## src/rtl/sensor_packet_rx_if.sv

```systemverilog
// Purpose : bundles the SPI pins and the packet/status outputs of sensor_packet_rx.
// Latency : none (wires only).
// Backpressure: none; SPI is push-only and outputs are level/pulse signals.
// Ports   : master = SPI driver side (drives cs_n/sck/sdi, observes results),
//           slave  = receiver side (samples cs_n/sck/sdi, drives results).
interface sensor_packet_rx_if #(
  parameter int NUM_WORDS = 6,
  parameter int CNT_W     = 8
);
  logic                   cs_n;
  logic                   sck;
  logic                   sdi;
  logic [16*NUM_WORDS-1:0] pkt_words;
  logic [7:0]             pkt_flags;
  logic                   pkt_valid;
  logic                   link_up;
  logic                   busy;
  logic [CNT_W-1:0]       hdr_err_cnt;
  logic [CNT_W-1:0]       len_err_cnt;
  logic [CNT_W-1:0]       csum_err_cnt;

  modport master (
    output cs_n, sck, sdi,
    input  pkt_words, pkt_flags, pkt_valid, link_up, busy,
    input  hdr_err_cnt, len_err_cnt, csum_err_cnt
  );

  modport slave (
    input  cs_n, sck, sdi,
    output pkt_words, pkt_flags, pkt_valid, link_up, busy,
    output hdr_err_cnt, len_err_cnt, csum_err_cnt
  );
endinterface

```

## src/rtl/sensor_packet_rx.sv

```systemverilog
// Purpose : oversampled SPI mode-0 receive slave; validates header/length/XOR checksum and
//           commits good payloads atomically, with saturating error counters and link health.
// Latency : pkt_valid pulses SYNC_STAGES+2 clk cycles after the raw cs_n rising edge.
// Backpressure: none; the sender cannot be stalled, results are presented as a 1-cycle pulse.
// Ports   : clk, rst_n (async active-low); bus = sensor_packet_rx_if.slave carrying
//           cs_n/sck/sdi in and pkt_words/pkt_flags/pkt_valid/link_up/busy/err counters out.
module sensor_packet_rx #(
  parameter int          NUM_WORDS   = 6,
  parameter logic [7:0]  HEADER      = 8'hAA,
  parameter int          SYNC_STAGES = 2,
  parameter int          CNT_W       = 8,
  parameter int          TIMEOUT_CYC = 1_000_000
) (
  input  logic            clk,
  input  logic            rst_n,
  sensor_packet_rx_if.slave bus
);

  localparam int PKT_BYTES = 2*NUM_WORDS + 3;
  localparam int PL_BYTES  = 2*NUM_WORDS + 1;          // payload words + flags byte
  localparam int IDX_W     = $clog2(PKT_BYTES + 2);
  localparam int TMO_W     = (TIMEOUT_CYC > 2) ? $clog2(TIMEOUT_CYC) : 1;
  localparam logic [IDX_W-1:0] IDX_FULL = IDX_W'(PKT_BYTES);
  localparam logic [IDX_W-1:0] IDX_OVF  = IDX_W'(PKT_BYTES + 1);
  localparam logic [TMO_W-1:0] TMO_LAST = TMO_W'(TIMEOUT_CYC - 1);

  typedef enum logic [1:0] {WAIT_IDLE, IDLE, RX, EVAL} state_t;

  // Synchronizers reset to 0 so cs_n reads "asserted" until the real pin level
  // has propagated; this keeps WAIT_IDLE from releasing into a packet in flight.
  logic [SYNC_STAGES-1:0] cs_sync_q, sck_sync_q, sdi_sync_q;
  logic                   cs_dly_q, sck_dly_q;

  always_ff @(posedge clk or negedge rst_n) begin
    if (!rst_n) begin
      cs_sync_q  <= '0;
      sck_sync_q <= '0;
      sdi_sync_q <= '0;
      cs_dly_q   <= 1'b0;
      sck_dly_q  <= 1'b0;
    end else begin
      cs_sync_q  <= {cs_sync_q[SYNC_STAGES-2:0],  bus.cs_n};
      sck_sync_q <= {sck_sync_q[SYNC_STAGES-2:0], bus.sck};
      sdi_sync_q <= {sdi_sync_q[SYNC_STAGES-2:0], bus.sdi};
      cs_dly_q   <= cs_sync_q[SYNC_STAGES-1];
      sck_dly_q  <= sck_sync_q[SYNC_STAGES-1];
    end
  end

  logic cs_s, sdi_s, cs_rise, cs_fall, sck_rise;
  assign cs_s     = cs_sync_q[SYNC_STAGES-1];
  assign sdi_s    = sdi_sync_q[SYNC_STAGES-1];
  assign cs_rise  = cs_s & ~cs_dly_q;
  assign cs_fall  = ~cs_s & cs_dly_q;
  assign sck_rise = sck_sync_q[SYNC_STAGES-1] & ~sck_dly_q;

  state_t                  state_q, state_d;
  logic [2:0]              bit_cnt_q, bit_cnt_d;
  logic [6:0]              shift_q, shift_d;
  logic [IDX_W-1:0]        byte_idx_q, byte_idx_d;
  logic [7:0]              csum_q, csum_d;
  logic                    hdr_bad_q, hdr_bad_d;
  logic [8*PL_BYTES-1:0]   pl_q, pl_d;
  logic [16*NUM_WORDS-1:0] words_q, words_d;
  logic [7:0]              flags_q, flags_d;
  logic                    valid_q, valid_d;
  logic                    link_q, link_d;
  logic [TMO_W-1:0]        tmo_q, tmo_d;
  logic [CNT_W-1:0]        hdr_cnt_q, hdr_cnt_d, len_cnt_q, len_cnt_d, csum_cnt_q, csum_cnt_d;
  logic [7:0]              byte_now;

  assign byte_now = {shift_q, sdi_s};

  always_comb begin
    state_d    = state_q;
    bit_cnt_d  = bit_cnt_q;
    shift_d    = shift_q;
    byte_idx_d = byte_idx_q;
    csum_d     = csum_q;
    hdr_bad_d  = hdr_bad_q;
    pl_d       = pl_q;
    words_d    = words_q;
    flags_d    = flags_q;
    valid_d    = 1'b0;
    link_d     = link_q;
    tmo_d      = tmo_q;
    hdr_cnt_d  = hdr_cnt_q;
    len_cnt_d  = len_cnt_q;
    csum_cnt_d = csum_cnt_q;

    // Link watchdog; a good packet below overrides an expiry in the same cycle.
    if (link_q) begin
      if (tmo_q == TMO_LAST) link_d = 1'b0;
      else                   tmo_d  = tmo_q + TMO_W'(1);
    end

    case (state_q)
      WAIT_IDLE: if (cs_s) state_d = IDLE;
      IDLE: begin
        if (cs_fall) begin
          bit_cnt_d  = '0;
          byte_idx_d = '0;
          csum_d     = '0;
          hdr_bad_d  = 1'b0;
          state_d    = RX;
        end
      end
      RX: begin
        if (sck_rise) begin
          shift_d   = {shift_q[5:0], sdi_s};
          bit_cnt_d = bit_cnt_q + 3'd1;
          if (bit_cnt_q == 3'd7) begin
            if (byte_idx_q == '0) hdr_bad_d = (byte_now != HEADER);
            // The checksum byte itself is folded in too: a good packet XORs to zero.
            if (byte_idx_q < IDX_FULL) csum_d = csum_q ^ byte_now;
            for (int j = 0; j < PL_BYTES; j++) begin
              if (byte_idx_q == IDX_W'(j + 1)) pl_d[8*j +: 8] = byte_now;
            end
            if (byte_idx_q != IDX_OVF) byte_idx_d = byte_idx_q + IDX_W'(1);
          end
        end
        if (cs_rise) state_d = EVAL;
      end
      EVAL: begin
        state_d = IDLE;
        if (byte_idx_q == '0 && bit_cnt_q == '0) begin
          // CS glitch with no data: no outcome.
        end else if (hdr_bad_q) begin
          if (hdr_cnt_q != '1) hdr_cnt_d = hdr_cnt_q + CNT_W'(1);
          link_d = 1'b0;
        end else if (bit_cnt_q != '0 || byte_idx_q != IDX_FULL) begin
          if (len_cnt_q != '1) len_cnt_d = len_cnt_q + CNT_W'(1);
          link_d = 1'b0;
        end else if (csum_q != 8'h00) begin
          if (csum_cnt_q != '1) csum_cnt_d = csum_cnt_q + CNT_W'(1);
          link_d = 1'b0;
        end else begin
          for (int k = 0; k < NUM_WORDS; k++) begin
            words_d[16*k +: 16] = {pl_q[16*k +: 8], pl_q[16*k+8 +: 8]};
          end
          flags_d = pl_q[8*(PL_BYTES-1) +: 8];
          valid_d = 1'b1;
          link_d  = 1'b1;
          tmo_d   = '0;
        end
      end
      default: state_d = WAIT_IDLE;
    endcase
  end

  always_ff @(posedge clk or negedge rst_n) begin
    if (!rst_n) begin
      state_q    <= WAIT_IDLE;
      bit_cnt_q  <= '0;
      shift_q    <= '0;
      byte_idx_q <= '0;
      csum_q     <= '0;
      hdr_bad_q  <= 1'b0;
      pl_q       <= '0;
      words_q    <= '0;
      flags_q    <= '0;
      valid_q    <= 1'b0;
      link_q     <= 1'b0;
      tmo_q      <= '0;
      hdr_cnt_q  <= '0;
      len_cnt_q  <= '0;
      csum_cnt_q <= '0;
    end else begin
      state_q    <= state_d;
      bit_cnt_q  <= bit_cnt_d;
      shift_q    <= shift_d;
      byte_idx_q <= byte_idx_d;
      csum_q     <= csum_d;
      hdr_bad_q  <= hdr_bad_d;
      pl_q       <= pl_d;
      words_q    <= words_d;
      flags_q    <= flags_d;
      valid_q    <= valid_d;
      link_q     <= link_d;
      tmo_q      <= tmo_d;
      hdr_cnt_q  <= hdr_cnt_d;
      len_cnt_q  <= len_cnt_d;
      csum_cnt_q <= csum_cnt_d;
    end
  end

  assign bus.pkt_words    = words_q;
  assign bus.pkt_flags    = flags_q;
  assign bus.pkt_valid    = valid_q;
  assign bus.link_up      = link_q;
  assign bus.busy         = (state_q == RX);
  assign bus.hdr_err_cnt  = hdr_cnt_q;
  assign bus.len_err_cnt  = len_cnt_q;
  assign bus.csum_err_cnt = csum_cnt_q;

endmodule
```

## src/flat_wrapper.sv

```systemverilog
// flat-port wrapper written by rule: the top's interface ports become plain ports
module sensor_packet_rx_flat 
#(
  parameter int          NUM_WORDS   = 6,
  parameter logic [7:0]  HEADER      = 8'hAA,
  parameter int          SYNC_STAGES = 2,
  parameter int          CNT_W       = 8,
  parameter int          TIMEOUT_CYC = 1_000_000
)
  (clk, rst_n, bus_cs_n, bus_sck, bus_sdi, bus_pkt_words, bus_pkt_flags, bus_pkt_valid, bus_link_up, bus_busy, bus_hdr_err_cnt, bus_len_err_cnt, bus_csum_err_cnt);
  sensor_packet_rx_if #(.NUM_WORDS(NUM_WORDS), .CNT_W(CNT_W)) bus_i ();
  input  logic clk;
  input  logic rst_n;
  input wire logic [$bits(bus_i.cs_n)-1:0] bus_cs_n;
  input wire logic [$bits(bus_i.sck)-1:0] bus_sck;
  input wire logic [$bits(bus_i.sdi)-1:0] bus_sdi;
  output wire logic [$bits(bus_i.pkt_words)-1:0] bus_pkt_words;
  output wire logic [$bits(bus_i.pkt_flags)-1:0] bus_pkt_flags;
  output wire logic [$bits(bus_i.pkt_valid)-1:0] bus_pkt_valid;
  output wire logic [$bits(bus_i.link_up)-1:0] bus_link_up;
  output wire logic [$bits(bus_i.busy)-1:0] bus_busy;
  output wire logic [$bits(bus_i.hdr_err_cnt)-1:0] bus_hdr_err_cnt;
  output wire logic [$bits(bus_i.len_err_cnt)-1:0] bus_len_err_cnt;
  output wire logic [$bits(bus_i.csum_err_cnt)-1:0] bus_csum_err_cnt;
  assign bus_i.cs_n = bus_cs_n;
  assign bus_i.sck = bus_sck;
  assign bus_i.sdi = bus_sdi;
  assign bus_pkt_words = bus_i.pkt_words;
  assign bus_pkt_flags = bus_i.pkt_flags;
  assign bus_pkt_valid = bus_i.pkt_valid;
  assign bus_link_up = bus_i.link_up;
  assign bus_busy = bus_i.busy;
  assign bus_hdr_err_cnt = bus_i.hdr_err_cnt;
  assign bus_len_err_cnt = bus_i.len_err_cnt;
  assign bus_csum_err_cnt = bus_i.csum_err_cnt;
  sensor_packet_rx #(.NUM_WORDS(NUM_WORDS), .HEADER(HEADER), .SYNC_STAGES(SYNC_STAGES), .CNT_W(CNT_W), .TIMEOUT_CYC(TIMEOUT_CYC)) u_core (.clk(clk), .rst_n(rst_n), .bus(bus_i));
endmodule
```

## config.mk

```make
export PLATFORM = sky130hd
export DESIGN_NAME = sensor_packet_rx_flat
export DESIGN_NICKNAME = d
export VERILOG_FILES = /design/src/rtl/sensor_packet_rx_if.sv /design/src/rtl/sensor_packet_rx.sv /design/src/flat_wrapper.sv
export SDC_FILE = /design/constraint.sdc
export NUM_CORES = 1
export LEC_CHECK = 0
export BUFFER_PORTS_ARGS = -buffer_cell sky130_fd_sc_hd__buf_2
export CAP_MARGIN = 25
export CELL_PAD_IN_SITES_DETAIL_PLACEMENT = 0
export CELL_PAD_IN_SITES_GLOBAL_PLACEMENT = 2
export CORE_MARGIN = 2
export CORE_UTILIZATION = 41
export DETAILED_ROUTE_END_ITERATION = 10
export HOLD_SLACK_MARGIN = 0.08
export PLACE_DENSITY = 0.84
export SYNTH_ARGS = -nofsm -noshare
export SYNTH_HDL_FRONTEND = slang
export SYNTH_SLANG_ARGS = --single-unit
```

## constraint.sdc

```tcl
create_clock -name clk -period 5.95 [get_ports clk]
set_input_delay 1.19 -clock clk [delete_from_list [all_inputs] [get_ports clk]]
set_output_delay 1.19 -clock clk [all_outputs]
set_load 0.02 [all_outputs]
```

==> results.py <==
metrics = {
    "run_status": {
        "status": "complete, no violations",
    },
    "floorplanning": {
        "die_y_um": 173,
        "chipWidth_um": 173,
        "ios": 136,
        "core_sq_um": 28000,
        "rows": 61,
        "initial_core_util": 0.419,
        "dieArea_sq_um": 30000,
    },
    "synth": {
        "synthTopCellsByArea": "dfrtp_1 61%, nand2_1 11%, mux2_2 11%",
        "synth_cells": 1040,
        "ys_seq_elements": 288,
        "syn_avg_cell_area_sq_um": 11.3,
        "synthFlopType": "dfrtp_1",
        "synthArstFlopShare": 1.00,
        "synth_warnings": 0,
        "synth_nets": 1062,
        "ys_seq_area_frac": 0.614,
        "synth_edf_count": 0,
        "synth.distinct_cells": 53,
        "synth_top_area_frac": 0.614,
        "yosys.area.top_type": "dfrtp_1",
        "synth_area_sq_um": 11700,
    },
    "detailed_routing": {
        "drt_pass1_iterations": 4,
        "ant_nets": 0,
        "wirelength_um": 26200,
        "via_per_inst": 4.93,
        "drc": 0,
        "vias": 7758,
        "drtIter0Drc": 468,
        "wire_per_inst_um": 16.6,
    },
    "min_path": {
        "holdPathStages": 0,
        "hp-class": "register to register",
        "hold_path_end": "u_core.sck_sync_q[1]$_DFF_PN0_",
        "min_from": "u_core.sck_sync_q[0]$_DFF_PN0_",
    },
    "setup_path": {
        "worstPathArrival_ps": 3710,
        "crit_chain": "ha_1 -> and3_1 -> ha_1 -> nand3b_1 -> nor2_1 -> nand4_1 -> inv_4 -> buf_4 -> nand2_1 -> nand2_1",
        "reg2reg_depth": 10,
        "crit_fanout": 71,
        "cp_num_cells": 10,
        "r2r-end": "u_core.bus.pkt_words[84]$_DFFE_PN0P_",
        "cp.required_ps": 6440,
        "crit_path_max_incr_delay_ps": 710,
        "worstSetupStartpoint": "u_core.byte_idx_q[0]$_DFFE_PN0P_",
        "end_kind": "register",
        "reg2reg_slack_ps": 2730,
        "path_buf_inv": 2,
        "path_class": "register to register",
        "path_delay_family": "buffers and inverters",
        "cp_slowest_cell": "buf_4",
        "critPathLaunchType": "register",
        "r2r_start": "u_core.byte_idx_q[0]$_DFFE_PN0P_",
    },
    "sta": {
        "hold_viol": 0,
        "setup_tns_ps": 0,
        "tightest_slew_ps": 995,
        "finalCriticalPeriod_ps": 3220,
        "finalCritPeriodShare": 0.541,
        "relSlewSlack": 0.337,
        "hold_slack_ps": 348,
        "setup_violations": 0,
        "max_freq_mhz": 310,
        "slew_viol_final": 0,
        "rsz0062_at_grt": "no",
        "skew_ps": 12.5,
    },
    "clock_network": {
        "clock_latency_ps": 550,
        "cts_buffers": 31,
        "h-tree-depth": 1,
        "clk_pin_slew_ps": 60,
        "clockRootBuffer": "clkbuf_16",
        "postCtsSetupBuffers": 0,
        "numClockSinks": 288,
        "hold_buffers": 0,
        "cts.repair.resized": 0,
        "clock_path_buffers": 3,
        "cts_tree": "built",
    },
    "flow_run": {
        "cap_violations": 0,
    },
    "placement": {
        "finalWeightedCongestion": 0.789,
        "dpl.cell_count": 1521,
        "dp_hpwl_um": 15800,
        "io_buffers": 135,
    },
    "pwr": {
        "total_power_mw": 4.26,
        "ir_drop_mv": 0.208,
        "p_per_area_nw_per_um2": 310,
        "leakagePower_nw": 7.58,
    },
    "cells_and_area": {
        "area_delta_synth_final_pct": 17.3,
        "fin_cells": 1575,
        "layout.nets": 1198,
        "diodes": 0,
        "drive_gt1_frac": 0.266,
        "fin_util": 0.491,
    },
    "global_routing": {
        "grtUsageTotal": 0.178,
        "antenna_found_initial": 0,
        "grt_pass1_wl_um": 43100,
        "grt_max_degree": 104,
        "grt_pass1_vias": 7996,
        "grt_remaining_overflow": 0,
    },
}
==> worst reg2reg max path: cells and delay by family, from the launching register on <==
| kind | cells | cell delay, ps |
|---|---|---|
| DFF | 1 | 450 |
| and+or+nand+nor | 6 | 980 |
| adders and majority gates | 2 | 510 |
| buffers and inverters | 2 | 1230 |
==> cell families after synthesis <==
logic type	Yosys count	synth area share
buffers and inverters	55	0.0192
muxes	118	0.113
AOI/OAI and AO/OA	57	0.0340
and+or+nand+nor	471	0.176
DFF	288	0.614
adders and majority gates	17	0.0181
xor gates and xnor gates	34	0.0254
==> through the flow <==
stage | setup slack [ps] | instance area (sq um)
after CTS | 2700 | 13800
after floorplan | 3620 | 11700
after global placement | 2800 | 12800
after global routing | 2380 | 13800
final | 2730 | 13800
after detailed placement | 2730 | 12800
==> report_power, final <==
part           internal (mW)  switching [mW]  total [mW]
combinational         0.0984           0.185       0.284
clock                   1.09           0.752        1.84
sequential              1.99           0.145        2.14
==> layout make-up <==
type / instances / area [sq um]
clock buffer: 45 / 868
clock inverter: 9 / 104
fill: 2665 / 14200
inverter: 17 / 66.3
multi-input combinational: 697 / 4300
sequential: 288 / 7210
tap: 378 / 473
timing repair buffer: 141 / 743
==> synthesized netlist by cell type (4+ instances only) <==
| master | number |
|---|---|
| o22ai_1 | 4 |
| and2_1 | 4 |
| nand2_2 | 4 |
| nand2_4 | 4 |
| xnor2_1 | 13 |
| or3_1 | 4 |
| nor2_1 | 28 |
| xor2_1 | 21 |
| nor3_1 | 8 |
| inv_1 | 16 |
| nand4_1 | 16 |
| nand2_1 | 351 |
| buf_2 | 12 |
| a21oi_1 | 9 |
| dfrtp_1 | 288 |
| mux2_2 | 115 |
| a21o_1 | 6 |
| and4_1 | 4 |
| o21ai_1 | 4 |
| nor4_1 | 9 |
| nand3_1 | 15 |
| o21ai_0 | 15 |
| clkbuf_1 | 24 |
| ha_1 | 17 |
| and3_1 | 8 |
==> registers in the layout (all words and copies together), names as in the netlist, 3 cells and up <==
register                 cells
u_core.bit_cnt_q             3
u_core.bus.csum_err_cnt      8
u_core.bus.hdr_err_cnt       8
u_core.bus.len_err_cnt       8
u_core.bus.pkt_flags         8
u_core.bus.pkt_words        96
u_core.byte_idx_q            5
u_core.csum_q                8
u_core.pl_q                104
u_core.shift_q               7
u_core.tmo_q                20
==> worst max path at each step <==
stage / slack (ps) / endpoint
after floorplan: 3620 / u_core.pl_q[24]$_DFFE_PN0P_
after global placement: 2800 / u_core.bus.pkt_words[33]$_DFFE_PN0P_
after detailed placement: 2730 / u_core.bus.pkt_words[83]$_DFFE_PN0P_
after CTS: 2700 / u_core.bus.pkt_words[84]$_DFFE_PN0P_
after global routing: 2380 / u_core.bus.pkt_words[63]$_DFFE_PN0P_
final: 2730 / u_core.bus.pkt_words[84]$_DFFE_PN0P_
==> per-layer routing <==
| metal | GRT usage | part of all wire | up-vias |
|---|---|---|---|
| met5 | 0 | 0 | - |
| met4 | 0.0371 | 0.015 | 0 |
| met3 | 0.0295 | 0.039 | 31 |
| met2 | 0.300 | 0.48 | 117 |
| met1 | 0.243 | 0.46 | 3874 |
| li1 | - | - | 3736 |
==> cell usage in the layout (no fill, tap or decap), types with 3 or more instances in the layout <==
master,n
nand4_1,16
o22ai_1,4
nor3_1,8
nor4bb_1,3
o21ai_0,15
nand2_1,351
nor2b_1,3
o21ai_1,4
clkinv_2,4
mux2_2,115
clkbuf_1,10
xor2_1,21
clkbuf_16,31
or3_1,4
o211ai_1,3
a22o_1,3
ha_1,17
nand2_4,4
inv_1,16
nand2_2,4
buf_2,134
and2_1,4
a21o_1,6
and3_1,8
a21oi_1,9
nor2_1,28
xnor2_1,13
dfrtp_1,288
and4_1,4
clkbuf_8,4
nand3_1,15
buf_4,5
nor4_1,9
Power figures use the tool's default switching activity.
